**src/rtl/icache_pkg.sv**
```systemverilog
// ----------------------------------------------------------------------------
// icache_pkg: geometry, address-field slices and FSM encoding for instr_cache.
// Rev 1.0
// ----------------------------------------------------------------------------
`default_nettype none

package icache_pkg;

  localparam int LINES    = 8;
  localparam int WORD_W   = 32;
  localparam int BLOCK_W  = 128;
  localparam int TAG_W    = 3;
  localparam int INDEX_W  = 3;
  localparam int OFFSET_W = 2;
  localparam int MADDR_W  = TAG_W + INDEX_W;

  localparam int OFF_LSB  = 2;
  localparam int OFF_MSB  = 3;
  localparam int IDX_LSB  = 4;
  localparam int IDX_MSB  = 6;
  localparam int TAG_LSB  = 7;
  localparam int TAG_MSB  = 9;

  typedef enum logic [1:0] {
    IDLE     = 2'd0,
    MEM_READ = 2'd1,
    UPDATE   = 2'd2
  } state_e;

  // Word 0 lives in the low 32 bits of a block.
  function automatic logic [WORD_W-1:0] select_word(
    input logic [BLOCK_W-1:0]  blk,
    input logic [OFFSET_W-1:0] off
  );
    return blk[{off, 5'b00000} +: WORD_W];
  endfunction

endpackage

`default_nettype wire

```
**src/rtl/instr_cache_if.sv**
```systemverilog
// ----------------------------------------------------------------------------
// instr_cache_if: CPU fetch port and instruction-memory block-read port.
// Rev 1.0
// ----------------------------------------------------------------------------
`default_nettype none

interface instr_cache_if;
  import icache_pkg::*;

  logic [31:0]         PC;
  logic [WORD_W-1:0]   INSTRUCTION;
  logic                busywait;
  logic                mem_read;
  logic [MADDR_W-1:0]  mem_address;
  logic [BLOCK_W-1:0]  mem_readdata;
  logic                mem_busywait;

  modport slave (
    input  PC, mem_readdata, mem_busywait,
    output INSTRUCTION, busywait, mem_read, mem_address
  );

  modport master (
    output PC, mem_readdata, mem_busywait,
    input  INSTRUCTION, busywait, mem_read, mem_address
  );

endinterface

`default_nettype wire

```
**src/rtl/icache_line_array.sv**
```systemverilog
// ----------------------------------------------------------------------------
// icache_line_array: valid/tag/data storage, async read, one sync write port.
// Rev 1.0
// ----------------------------------------------------------------------------
`default_nettype none

module icache_line_array
  import icache_pkg::*;
(
  input  logic                CLK,
  input  logic                RESET,
  input  logic [INDEX_W-1:0]  rd_index,
  output logic                rd_valid,
  output logic [TAG_W-1:0]    rd_tag,
  output logic [BLOCK_W-1:0]  rd_data,
  input  logic                wr_en,
  input  logic [INDEX_W-1:0]  wr_index,
  input  logic [TAG_W-1:0]    wr_tag,
  input  logic [BLOCK_W-1:0]  wr_data
);

  logic [LINES-1:0]   valid_q, valid_d;
  logic [TAG_W-1:0]   tag_q  [LINES];
  logic [TAG_W-1:0]   tag_d  [LINES];
  logic [BLOCK_W-1:0] data_q [LINES];
  logic [BLOCK_W-1:0] data_d [LINES];

  always_comb begin
    valid_d = valid_q;
    tag_d   = tag_q;
    data_d  = data_q;
    if (wr_en) begin
      valid_d[wr_index] = 1'b1;
      tag_d[wr_index]   = wr_tag;
      data_d[wr_index]  = wr_data;
    end
  end

  always_ff @(posedge CLK or negedge RESET) begin
    if (!RESET) begin
      valid_q <= '0;
    end else begin
      valid_q <= valid_d;
    end
  end

  // Tag and data contents are meaningless until the valid bit is set.
  always_ff @(posedge CLK) begin
    tag_q  <= tag_d;
    data_q <= data_d;
  end

  assign rd_valid = valid_q[rd_index];
  assign rd_tag   = tag_q[rd_index];
  assign rd_data  = data_q[rd_index];

endmodule

`default_nettype wire

```
**src/rtl/instr_cache.sv**
```systemverilog
// ----------------------------------------------------------------------------
// instr_cache: 8-line direct-mapped read-only instruction cache, zero-wait hit.
// Define INSTR_CACHE_STATS_EN to add saturating hit_count/miss_count outputs.
// Rev 1.0
// ----------------------------------------------------------------------------
`default_nettype none

module instr_cache
  import icache_pkg::*;
(
  input  logic          CLK,
  input  logic          RESET,
  instr_cache_if.slave  bus
`ifdef INSTR_CACHE_STATS_EN
  ,
  output logic [15:0]   hit_count,
  output logic [15:0]   miss_count
`endif
);

  logic [TAG_W-1:0]    pc_tag;
  logic [INDEX_W-1:0]  pc_index;
  logic [OFFSET_W-1:0] pc_offset;
  logic                unused_pc_bits;

  assign pc_tag         = bus.PC[TAG_MSB:TAG_LSB];
  assign pc_index       = bus.PC[IDX_MSB:IDX_LSB];
  assign pc_offset      = bus.PC[OFF_MSB:OFF_LSB];
  assign unused_pc_bits = ^{bus.PC[31:TAG_MSB+1], bus.PC[OFF_LSB-1:0]};

  state_e              state_q, state_d;
  logic [TAG_W-1:0]    miss_tag_q, miss_tag_d;
  logic [INDEX_W-1:0]  miss_index_q, miss_index_d;
  logic [BLOCK_W-1:0]  fill_data_q, fill_data_d;
  logic                mem_read_q, mem_read_d;
  logic [MADDR_W-1:0]  mem_address_q, mem_address_d;

  logic                line_valid;
  logic [TAG_W-1:0]    line_tag;
  logic [BLOCK_W-1:0]  line_data;
  logic                hit;

  icache_line_array u_lines (
    .CLK      (CLK),
    .RESET    (RESET),
    .rd_index (pc_index),
    .rd_valid (line_valid),
    .rd_tag   (line_tag),
    .rd_data  (line_data),
    .wr_en    (state_q == UPDATE),
    .wr_index (miss_index_q),
    .wr_tag   (miss_tag_q),
    .wr_data  (fill_data_q)
  );

  assign hit = line_valid && (line_tag == pc_tag);

  always_comb begin
    state_d       = state_q;
    miss_tag_d    = miss_tag_q;
    miss_index_d  = miss_index_q;
    fill_data_d   = fill_data_q;
    mem_read_d    = mem_read_q;
    mem_address_d = mem_address_q;
    case (state_q)
      IDLE: begin
        if (!hit) begin
          state_d       = MEM_READ;
          miss_tag_d    = pc_tag;
          miss_index_d  = pc_index;
          mem_read_d    = 1'b1;
          mem_address_d = {pc_tag, pc_index};
        end
      end
      MEM_READ: begin
        // Memory data is only guaranteed in the cycle busywait drops, so capture it here.
        if (!bus.mem_busywait) begin
          state_d       = UPDATE;
          fill_data_d   = bus.mem_readdata;
          mem_read_d    = 1'b0;
          mem_address_d = '0;
        end
      end
      UPDATE: begin
        state_d = IDLE;
      end
      default: begin
        state_d       = IDLE;
        mem_read_d    = 1'b0;
        mem_address_d = '0;
      end
    endcase
  end

  always_ff @(posedge CLK or negedge RESET) begin
    if (!RESET) begin
      state_q       <= IDLE;
      miss_tag_q    <= '0;
      miss_index_q  <= '0;
      mem_read_q    <= 1'b0;
      mem_address_q <= '0;
    end else begin
      state_q       <= state_d;
      miss_tag_q    <= miss_tag_d;
      miss_index_q  <= miss_index_d;
      mem_read_q    <= mem_read_d;
      mem_address_q <= mem_address_d;
    end
  end

  always_ff @(posedge CLK) begin
    fill_data_q <= fill_data_d;
  end

  // RESET gates the CPU-facing outputs so an empty cache does not report busy while held in reset.
  assign bus.busywait    = RESET && ((state_q != IDLE) || !hit);
  assign bus.INSTRUCTION = (RESET && (state_q == IDLE) && hit) ?
                           select_word(line_data, pc_offset) : '0;
  assign bus.mem_read    = mem_read_q;
  assign bus.mem_address = mem_address_q;

`ifdef INSTR_CACHE_STATS_EN
  logic [15:0] hit_count_q, hit_count_d;
  logic [15:0] miss_count_q, miss_count_d;

  always_comb begin
    hit_count_d  = hit_count_q;
    miss_count_d = miss_count_q;
    if ((state_q == IDLE) && hit && (hit_count_q != 16'hFFFF)) begin
      hit_count_d = hit_count_q + 16'd1;
    end
    if ((state_q == IDLE) && !hit && (miss_count_q != 16'hFFFF)) begin
      miss_count_d = miss_count_q + 16'd1;
    end
  end

  always_ff @(posedge CLK or negedge RESET) begin
    if (!RESET) begin
      hit_count_q  <= '0;
      miss_count_q <= '0;
    end else begin
      hit_count_q  <= hit_count_d;
      miss_count_q <= miss_count_d;
    end
  end

  assign hit_count  = hit_count_q;
  assign miss_count = miss_count_q;
`endif

endmodule

`default_nettype wire

```
**src/flat_wrapper.sv**
```systemverilog
// flat-port wrapper written by rule: the top's interface ports become plain ports
module instr_cache_flat import icache_pkg::*;
  (CLK, RESET, bus_PC, bus_mem_readdata, bus_mem_busywait, bus_INSTRUCTION, bus_busywait, bus_mem_read, bus_mem_address);
  instr_cache_if bus_i ();
  input  logic CLK;
  input  logic RESET;
  input wire logic [$bits(bus_i.PC)-1:0] bus_PC;
  input wire logic [$bits(bus_i.mem_readdata)-1:0] bus_mem_readdata;
  input wire logic [$bits(bus_i.mem_busywait)-1:0] bus_mem_busywait;
  output wire logic [$bits(bus_i.INSTRUCTION)-1:0] bus_INSTRUCTION;
  output wire logic [$bits(bus_i.busywait)-1:0] bus_busywait;
  output wire logic [$bits(bus_i.mem_read)-1:0] bus_mem_read;
  output wire logic [$bits(bus_i.mem_address)-1:0] bus_mem_address;
  assign bus_i.PC = bus_PC;
  assign bus_i.mem_readdata = bus_mem_readdata;
  assign bus_i.mem_busywait = bus_mem_busywait;
  assign bus_INSTRUCTION = bus_i.INSTRUCTION;
  assign bus_busywait = bus_i.busywait;
  assign bus_mem_read = bus_i.mem_read;
  assign bus_mem_address = bus_i.mem_address;
  instr_cache u_core (.CLK(CLK), .RESET(RESET), .bus(bus_i));
endmodule
```
**config.mk**
```make
export PLATFORM = sky130hd
export DESIGN_NAME = instr_cache_flat
export DESIGN_NICKNAME = d
export VERILOG_FILES = /design/src/rtl/icache_pkg.sv /design/src/rtl/instr_cache_if.sv /design/src/rtl/icache_line_array.sv /design/src/rtl/instr_cache.sv /design/src/flat_wrapper.sv
export SDC_FILE = /design/constraint.sdc
export NUM_CORES = 1
export LEC_CHECK = 0
export ABC_CLOCK_PERIOD_IN_PS = 18700
export BUFFER_PORTS_ARGS = -buffer_cell sky130_fd_sc_hd__buf_4
export CORE_MARGIN = 2
export CORE_UTILIZATION = 60
export CTS_BUF_LIST = sky130_fd_sc_hd__clkbuf_16
export DETAILED_ROUTE_END_ITERATION = 10
export PLACE_DENSITY = 0.78
export SYNTH_ARGS = -nofsm -noshare
export SYNTH_HDL_FRONTEND = slang
export SYNTH_HIERARCHICAL = 1
export SYNTH_SLANG_ARGS = --single-unit
```
**constraint.sdc**
```tcl
create_clock -name CLK -period 18.7 [get_ports CLK]
set_input_delay 3.74 -clock CLK [delete_from_list [all_inputs] [get_ports CLK]]
set_output_delay 3.74 -clock CLK [all_outputs]
set_load 0.02 [all_outputs]
```
* After elaboration in Yosys (flattened, before gate mapping)
Index checks and enable logic that the tools add are counted.
Widths: inputs -> output; s select.
** Storage, ports and cells
- Register bits :: 1199
- Output and inout bits :: 40
- Logic and storage cells :: 81
** Cells by class
- Magnitude comparators :: 6
- Eq/ne operators :: 5
- Shift-type cells :: 1
- Multiplexer cells :: 26
- Bitwise operators :: 6
- Reduce and logical (&&, ||, !) cells :: 14
** Operators by type and width (number)
- $bwmux 1024 :: 1
- $bmux 128 s3 :: 1
- $demux 128 s3 :: 1
- $mux 128 :: 3
- $shiftx 128x8->32 :: 1
- $mux 32 :: 1
- $bwmux 24 :: 1
- $pmux 6 s3 :: 1
- $mux 6 :: 2
- $bmux 3 s3 :: 1
- $demux 3 s3 :: 1
- $mux 3 :: 3
- $ge 4x4->1 const B :: 2
- $lt 3x4->1 const B :: 2
- $not 3->4 :: 2
- $or 8x8->8 :: 1
- $logic_and 1x1->1 :: 6
- $reduce_and 2->1 :: 3
- $lt 4x1->1 const B :: 1
- $mux 1 :: 4
- $mux 2 :: 2
- $ne 2x2->1 const B :: 2
- $pmux 2 s2 :: 1
- $bmux 1 s3 :: 1
- 12 further kinds :: 14

* Longest topological paths before layout
Gate-level depths: netlist (run 1).
- Word-level depth :: 9
- Depth in mapped cells :: 10
- Mapped depth without buffers :: 5

* Cells and area by module
The synthesis (run 1) kept the hierarchy.
** Modules (own cells, without submodules)
- icache_line_array :: times used 1, cells each 1550, area an instance 40331.2 um^2, sequential area each 31670.4 um^2
- instr_cache :: times used 1, cells each 285, area an instance 5680.4 um^2, sequential area each 4219.0 um^2

* Worst setup path before layout (run 1)
Ideal clock, no wire load.
- Path kind :: reg-to-reg
- Start point :: register u_core.state_q[1]
- End point :: register u_core.u_lines.valid_q[0]
- Arrival time :: 15675 ps
- Slack :: 2875 ps
- Cell stages (with the launch flop) :: 5
- Period minus slack after synthesis :: 15825 ps
- Cells stage by stage :: dfrtp_1 > clkbuf_1 > nor2b_1 > nor4b_1 > or2_2
** On the way
- Cells in the longest elaborated chain, start to end :: 1
** RTL lines
- start, declared :: line instr_cache.sv:31 : state_e state_q, state_d;
- start signal, assigned :: line instr_cache.sv:103 : state_q <= state_d;
- $eq 2x2->1 :: line instr_cache.sv:50 : .wr_en (state_q == UPDATE),
- end signal, assigned :: line icache_line_array.sv:43 : valid_q <= valid_d;
- end, declared :: line icache_line_array.sv:22 : logic [LINES-1:0] valid_q, valid_d;
No other way between the ends.
A chain may end at the register's enable or synchronous reset.

* Worst setup path after layout (run 1)
- Start point :: input port bus_PC[4]
- End point :: output port bus_INSTRUCTION[10]
** On the way
- Cells in the longest elaborated chain, start to end :: 8
- Elaborated cells between the ends (all ways) :: 14
** RTL lines
- start, declared :: line flat_wrapper.sv:7 : input wire logic [$bits(bus_i.PC)-1:0] bus_PC;
- $not 3->4 (not written as such) :: line icache_line_array.sv:54 : assign rd_tag = tag_q[rd_index];
- $bmux 3 s3 :: line icache_line_array.sv:54
- $mux 3 (not written as such) (2 in series) :: line icache_line_array.sv:54
- via u_core.line_tag[1] :: line instr_cache.sv:39 : logic [TAG_W-1:0] line_tag;
- $eq 3x3->1 :: line instr_cache.sv:56 : assign hit = line_valid && (line_tag == pc_tag);
- $logic_and 1x1->1 :: line instr_cache.sv:56
- $logic_and 1x1->1 :: line instr_cache.sv:117 : assign bus.INSTRUCTION = (RESET && (state_q == IDLE) && hit) ?
- $mux 32 :: line instr_cache.sv:117
- end, declared :: line flat_wrapper.sv:10 : output wire logic [$bits(bus_i.INSTRUCTION)-1:0] bus_INSTRUCTION;
The timed path passes the listed nets, and every way through them passes these cells. The select of a mux whose other input is x is not followed.

==> results.txt, run 1 <==
DRT antenna net count: 0
most frequent cell after synthesis: sky130_fd_sc_hd__edfxtp_1
cell count after synthesis: 1835
leak pwr: 17.0 nW
unrepaired setup endpoints after global routing: false
layout overhead on the synthesized area: 13.0%
RePlAce Congestion: 0.732
placed cells: 2970
1st-iter DRT viols: 1998
cell with the largest stage delay on the worst path: sky130_fd_sc_hd__or4_2
largest net degree at the start of global routing: 132
list of cells traversed by the critical path: buf_8 -> buf_12 -> mux4_2 -> mux2_2 -> xor2_1 -> or4_2 -> buf_4 -> nor3b_1 -> buf_4
worst hold start: u_core/u_lines/valid_q[5]
DRT Wirelength: 94300 um
total power density per cell area: 114 mW/mm2
top cells by area, synth: sky130_fd_sc_hd__edfxtp_1 77%, sky130_fd_sc_hd__mux4_2 8.1%, sky130_fd_sc_hd__mux4_1 7.5%
CP Data Arrival Time: 8.90 ns
total of flip-flops plus latches after synthesis: 1199
synth cell count leaders: 1176 x sky130_fd_sc_hd__edfxtp_1, 165 x sky130_fd_sc_hd__mux4_2, 132 x sky130_fd_sc_hd__mux2_2
cell type with the largest total area after synthesis: sky130_fd_sc_hd__edfxtp_1
final critical path time including I/O delays and setup: 12.64 ns
combined global-route utilization of all metal layers: 24.5%
proportion of netlist area held by the largest area contributor: 76.7%
sequential share of the synthesized area: 78.0%
worst setup path category: input port to output port
most prevalent standard cell on the critical path: sky130_fd_sc_hd__buf_4
largest driver fanout on the critical path: 126
Core Footprint: 0.0759 mm2
most instantiated flip-flop cell in the synthesis netlist: sky130_fd_sc_hd__edfxtp_1
number of clock sinks: 1199
die width: 281 um
relative slew slack: 8.93%
number of synthesis warnings: 6
latest clock arrival within the worst-skew pair: 0.68 ns
number of hold-slack violations in the final timing report: 0
reg-to-reg startpoint: u_core/state_q[1]
routed length per placed instance: 29.7 um
Post-synth EDFFs: 1176
worst reg2reg setup slack: 15.00 ns
DP HPWL: 44800 um
R2R cell count: 4
fraction of layout cells with a size suffix above 1: 32.0%
initial standard-cell utilization of the core: 60.6%
Slew @ Worst Pin: 1.37 ns
Max IR drop VDD: 69.6 uV
Syn Std Cell Area: 0.0460 mm2
ratio of final minimum period to clock period: 67.6%
vias in the first global route: 21400
maximum number of buffers from clock root to sink: 3
Post-CTS Hold Fix Bufs: 0
max capacitance violation total: 0
nets in the synthesized netlist: 1998
Crit path required time: 14.96 ns
Initial DRT Pass Iterations: 5
clock edge transition at the registers on the reported setup and hold paths: 0.07 ns
via count: 20400
Core Rows: 101
nature of the critical path startpoint: input port
number of different library cells in the post-synthesis netlist: 34
setup skew after layout: 0.0241 ns
Port Buf Inserts: 178
number of standard cells in the layout, taps in and fillers out: 3179
CP Launch Point: bus_PC[4]
Die ar.: 0.0789 mm2
clock tree from TritonCTS: done
global-route wire length before repair: 139000 um
result of the run: finished, final reports clean
number of CTS-inserted buffers: 113
Post-Route Utilization: 68.4%
Max Slew Vio Count: 0
count of instances resized after the clock tree is built: 0
class of the worst hold path: flop to flop
crit path capture type: output port
die height: 281 um
number of antenna violations at the first check in global routing: 6
maximum single-stage delay on the critical path: 1.06 ns
post-CTS repair timing setup buffer count: 0
Hold Path Cell Cnt: 1
Final setup violation count: 0
final total negative setup slack: 0 ns
syn_area_per_cell: 25.1 um2
I/O Pins: 203
H-Tree Depth: 3
CTS Root Cell: sky130_fd_sc_hd__clkbuf_16
FFs w/ async S/R, synth: 1.92%
highest clock rate: 79.1 MHz
final net count: 2218
average vias per placed instance: 6.42
number of remaining DRC errors: 0
GRT overflow: 0
-- sequential cells by signal (all words and copies together) (netlist names) --
register,flops
u_core/state_q,2
u_core/fill_data_q,128
u_core/bus.mem_read,1
u_core/miss_tag_q,3
u_core/u_lines/valid_q,8
u_core/miss_index_q,3
u_core/u_lines/tag_q,24
u_core/u_lines/data_q,1024
u_core/bus.mem_address,6
-- cell families (layout without fill, tap and decap cells) --
logic type / count (synthesis) / count (layout) / share of synthesized area (%)
xor gates and xnor gates: 3 / 3 / 0.0571
DFF: 1199 / 1199 / 78.0
and+or+nand+nor: 64 / 64 / 0.998
other: 0 / 1 / 0
muxes: 428 / 428 / 18.8
buffers and inverters: 111 / 424 / 1.65
AOI/OAI and AO/OA: 30 / 30 / 0.506
-- report_power, final --
| group | switching (W) | internal [W] | leakage [nW] |
|---|---|---|---|
| clock network | 0.000955 | 0.00131 | 1.89 |
| logic | 0.000233 | 0.000173 | 4.20 |
| registers | 0.000111 | 0.00316 | 10.9 |
| total | 0.00130 | 0.00465 | 17.0 |
-- layer usage --
layer	part of all wire (%)	vias to the layer above	global-route usage, %
met5	0.014	-	0
li1	-	8417	-
met4	2.1	2	7.02
met1	39	10900	34.0
met2	51	973	40.6
met3	7.8	159	4.30
-- through the flow --
step	hold slack [ns]	cell area (um2)	total power [W]	setup WS, ns
2_1_floorplan	0.431	46000	0.00359	2.88
3_3_place_gp	0.442	48300	0.00371	6.15
3_5_place_dp	0.459	48300	0.00373	6.10
4_1_cts	0.474	52000	0.00599	6.03
5_1_grt	0.498	52000	0.00612	5.83
6_report	0.479	52000	0.00595	6.06
-- layout by cell type, fill, tap and decap left out, drive strengths merged --
master / count
edfxtp: 1176
mux4: 296
buf: 199
mux2: 132
clkbuf: 116
clkinv: 56
nor3b: 39
inv: 34
dfrtp: 23
bufinv: 14
nand2: 9
o21ai: 7
o41ai: 6
o221ai: 6
clkinvlp: 5
a41o: 4
xor2: 3
nor3: 3
or2: 3
nor2b: 2
a21oi: 2
nor4bb: 2
nor2: 2
and2: 2
diode: 1
or4: 1
o31a: 1
o21a: 1
o41a: 1
a21o: 1
nor4b: 1
o21bai: 1
-- worst max-delay path, delay by kind of cell --
| family | cells | cell delay (ns) |
|---|---|---|
| simple gates | 2 | 1.71 |
| buf+inv | 4 | 2.12 |
| mux | 2 | 0.90 |
| xor+xnor | 1 | 0.23 |
-- cell type report --
cell class,count,area [um2]
well taps,1030,1290
inverters,17,63.8
clock inverters,92,805
flip-flops and latches,1199,35900
fillers,4306,24000
multi-input cells,525,9430
diodes,1,2.50
repair buffers,199,1600
clock buffers,116,2900
-- worst paths after layout --
check / endpoint
max reg2reg: u_core/u_lines/data_q[412]
min reg2reg: u_core/u_lines/valid_q[5]
max: bus_INSTRUCTION[10]
min: u_core/u_lines/valid_q[5]
max in group asynchronous: u_core/u_lines/valid_q[4]
min in group asynchronous: u_core/bus.mem_address[3]
Note: power is estimated with default switching activity, not from simulation.
==> inputs of run 2 (changes only) <==
--- a/config.mk
+++ b/config.mk
@@ -5,13 +5,13 @@
 export SDC_FILE = /design/constraint.sdc
 export NUM_CORES = 1
 export LEC_CHECK = 0
-export ABC_CLOCK_PERIOD_IN_PS = 18700
+export ABC_CLOCK_PERIOD_IN_PS = 11400
 export BUFFER_PORTS_ARGS = -buffer_cell sky130_fd_sc_hd__buf_4
 export CORE_MARGIN = 2
-export CORE_UTILIZATION = 60
+export CORE_UTILIZATION = 55
 export CTS_BUF_LIST = sky130_fd_sc_hd__clkbuf_16
 export DETAILED_ROUTE_END_ITERATION = 10
-export PLACE_DENSITY = 0.78
+export PLACE_DENSITY = 0.75
 export SYNTH_ARGS = -nofsm -noshare
 export SYNTH_HDL_FRONTEND = slang
 export SYNTH_HIERARCHICAL = 1
==> constraint.sdc (replaced) <==
create_clock -name CLK -period 11.4 [get_ports CLK]
set_input_delay 2.28 -clock CLK [delete_from_list [all_inputs] [get_ports CLK]]
set_output_delay 2.28 -clock CLK [all_outputs]
set_load 0.02 [all_outputs]
==> run 2 against run 1 <==
  * Critical path depth down 1
  * Largest cell class unchanged
  * Setup slack worse by 3.3 ns
  * Critical endpoint is now bus_INSTRUCTION[15]
  * Non-clock buffer count up 7
==> results.txt, run 2 (same netlist as run 1, synthesis figures left out) <==
setup skew after layout: 0.0199 ns
CP Data Arrival Time: 6.32 ns
Port Buf Inserts: 178
Initial DRT Pass Iterations: 5
Post-CTS Hold Fix Bufs: 0
crit path capture type: output port
leak pwr: 17.0 nW
Core Footprint: 0.0833 mm2
most frequent cells in the layout: 1176 x sky130_fd_sc_hd__edfxtp_1, 197 x sky130_fd_sc_hd__buf_4, 165 x sky130_fd_sc_hd__mux4_2, 132 x sky130_fd_sc_hd__mux2_2, 131 x sky130_fd_sc_hd__mux4_1
reg-to-reg endpoint: u_core/u_lines/data_q[111]
clock tree from TritonCTS: done
number of antenna violations at the first check in global routing: 4
reg-to-reg startpoint: u_core/state_q[1]
worst hold start: u_core/u_lines/valid_q[2]
ratio of final minimum period to clock period: 75.4%
final net count: 2227
clock edge transition at the registers on the reported setup and hold paths: 0.06 ns
latest clock arrival within the worst-skew pair: 0.66 ns
average vias per placed instance: 6.22
largest driver fanout on the critical path: 79
max capacitance violation total: 0
Hold Path Cell Cnt: 1
highest clock rate: 116 MHz
Worst Hold End: u_core/u_lines/valid_q[2]
total power density per cell area: 188 mW/mm2
routed length per placed instance: 28.6 um
Crit path required time: 9.12 ns
I/O Pins: 203
maximum single-stage delay on the critical path: 0.83 ns
global-route wire length before repair: 136000 um
worst reg2reg setup slack: 7.98 ns
worst setup path category: input port to output port
via count: 20100
combined global-route utilization of all metal layers: 21.8%
final hold slack: 0.469 ns
fraction of layout cells with a size suffix above 1: 32.0%
vias in the first global route: 20800
number of hold-slack violations in the final timing report: 0
RePlAce Congestion: 0.737
most prevalent standard cell on the critical path: sky130_fd_sc_hd__buf_4
number of remaining DRC errors: 0
count of instances resized after the clock tree is built: 0
relative slew slack: 25.2%
GRT overflow: 0
maximum number of buffers from clock root to sink: 3
1st-iter DRT viols: 1772
unrepaired setup endpoints after global routing: false
H-Tree Depth: 3
Slew @ Worst Pin: 1.12 ns
total of fill cells in the finished design: 5326
Regs by FF count: u_core/u_lines/data_q: 1024 flops, u_core/fill_data_q: 128 flops, u_core/u_lines/tag_q: 24 flops
most common cell after layout, fill and taps aside: sky130_fd_sc_hd__edfxtp_1
cell with the largest stage delay on the worst path: sky130_fd_sc_hd__buf_4
DP HPWL: 45800 um
Die ar.: 0.0860 mm2
largest net degree at the start of global routing: 161
final total negative setup slack: 0 ns
R2R cell count: 5
initial standard-cell utilization of the core: 55.2%
Max Slew Vio Count: 0
post-CTS repair timing setup buffer count: 0
nature of the critical path startpoint: input port
die width: 293 um
result of the run: finished, final reports clean
die height: 293 um
number of CTS-inserted buffers: 115
DRT antenna net count: 0
number of clock sinks: 1199
class of the worst hold path: flop to flop
CTS Root Cell: sky130_fd_sc_hd__clkbuf_16
number of flip-flops under the largest register name: 1024
layout overhead on the synthesized area: 13.4%
list of cells traversed by the critical path: buf_8 -> buf_4 -> buf_4 -> mux4_1 -> mux2_2 -> mux4_2 -> nor3b_1 -> buf_4
Core Rows: 106
Most flops, register: u_core/u_lines/data_q
Final setup violation count: 0
Max IR drop VDD: 120 uV
DRT Wirelength: 92700 um
final critical path time including I/O delays and setup: 8.60 ns
[run 2: power breakdown]
| part | internal [W] | switching, W | leakage [nW] | total [W] |
|---|---|---|---|---|
| Sequential | 0.00519 | 0.000177 | 10.9 | 0.00537 |
| Combinational | 0.000286 | 0.000380 | 4.24 | 0.000666 |
| Clock | 0.00221 | 0.00155 | 1.89 | 0.00377 |
[run 2: worst max path at each step]
stage	cells past startpoint	slack (ns)	startpoint	to
floorplan	3	0.02	u_core/state_q[1]	u_core/u_lines/data_q[256]
global placement	8	2.77	bus_PC[4]	bus_INSTRUCTION[11]
detailed placement	8	2.71	bus_PC[4]	bus_INSTRUCTION[27]
CTS	8	2.70	bus_PC[4]	bus_INSTRUCTION[27]
global route	8	2.52	bus_PC[4]	bus_INSTRUCTION[27]
finish	8	2.80	bus_PC[4]	bus_INSTRUCTION[15]
[run 2: stage by stage]
stage	cells	power (W)	util, %	setup WS, ns	area, um2
2_1_floorplan	1835	0.00587	-	0.0167	46000
3_3_place_gp	3027	0.00609	58.1	2.77	48400
3_5_place_dp	3027	0.00613	58.1	2.71	48400
6_report	3239	0.00980	62.6	2.80	52200
5_1_grt	3239	0.0101	62.6	2.52	52200
4_1_cts	3238	0.00988	62.6	2.70	52200
[run 2: per-layer routing]
metal	routed length (um)	part of all wire (%)	global-route usage, %
met5	0	0	0
met3	5930	6.4	3.36
met2	46200	50	35.4
met4	2570	2.8	7.09
met1	38100	41	30.8
[run 2: layout make-up]
class,count,area (um2),share of cell area (%)
well taps,1080,1350,2.59
diodes,1,2.50,0.00480
multi-input cells,525,9440,18.1
inverters,17,63.8,0.122
clock buffers,117,2930,5.61
flip-flops and latches,1199,35900,68.8
clock inverters,94,851,1.63
repair buffers,206,1640,3.14
[run 2: worst max-delay path, delay by kind of cell]
family	cells	cell delay, ns
muxes	3	1.38
and+or+nand+nor	1	0.23
buffers and inverters	4	2.30
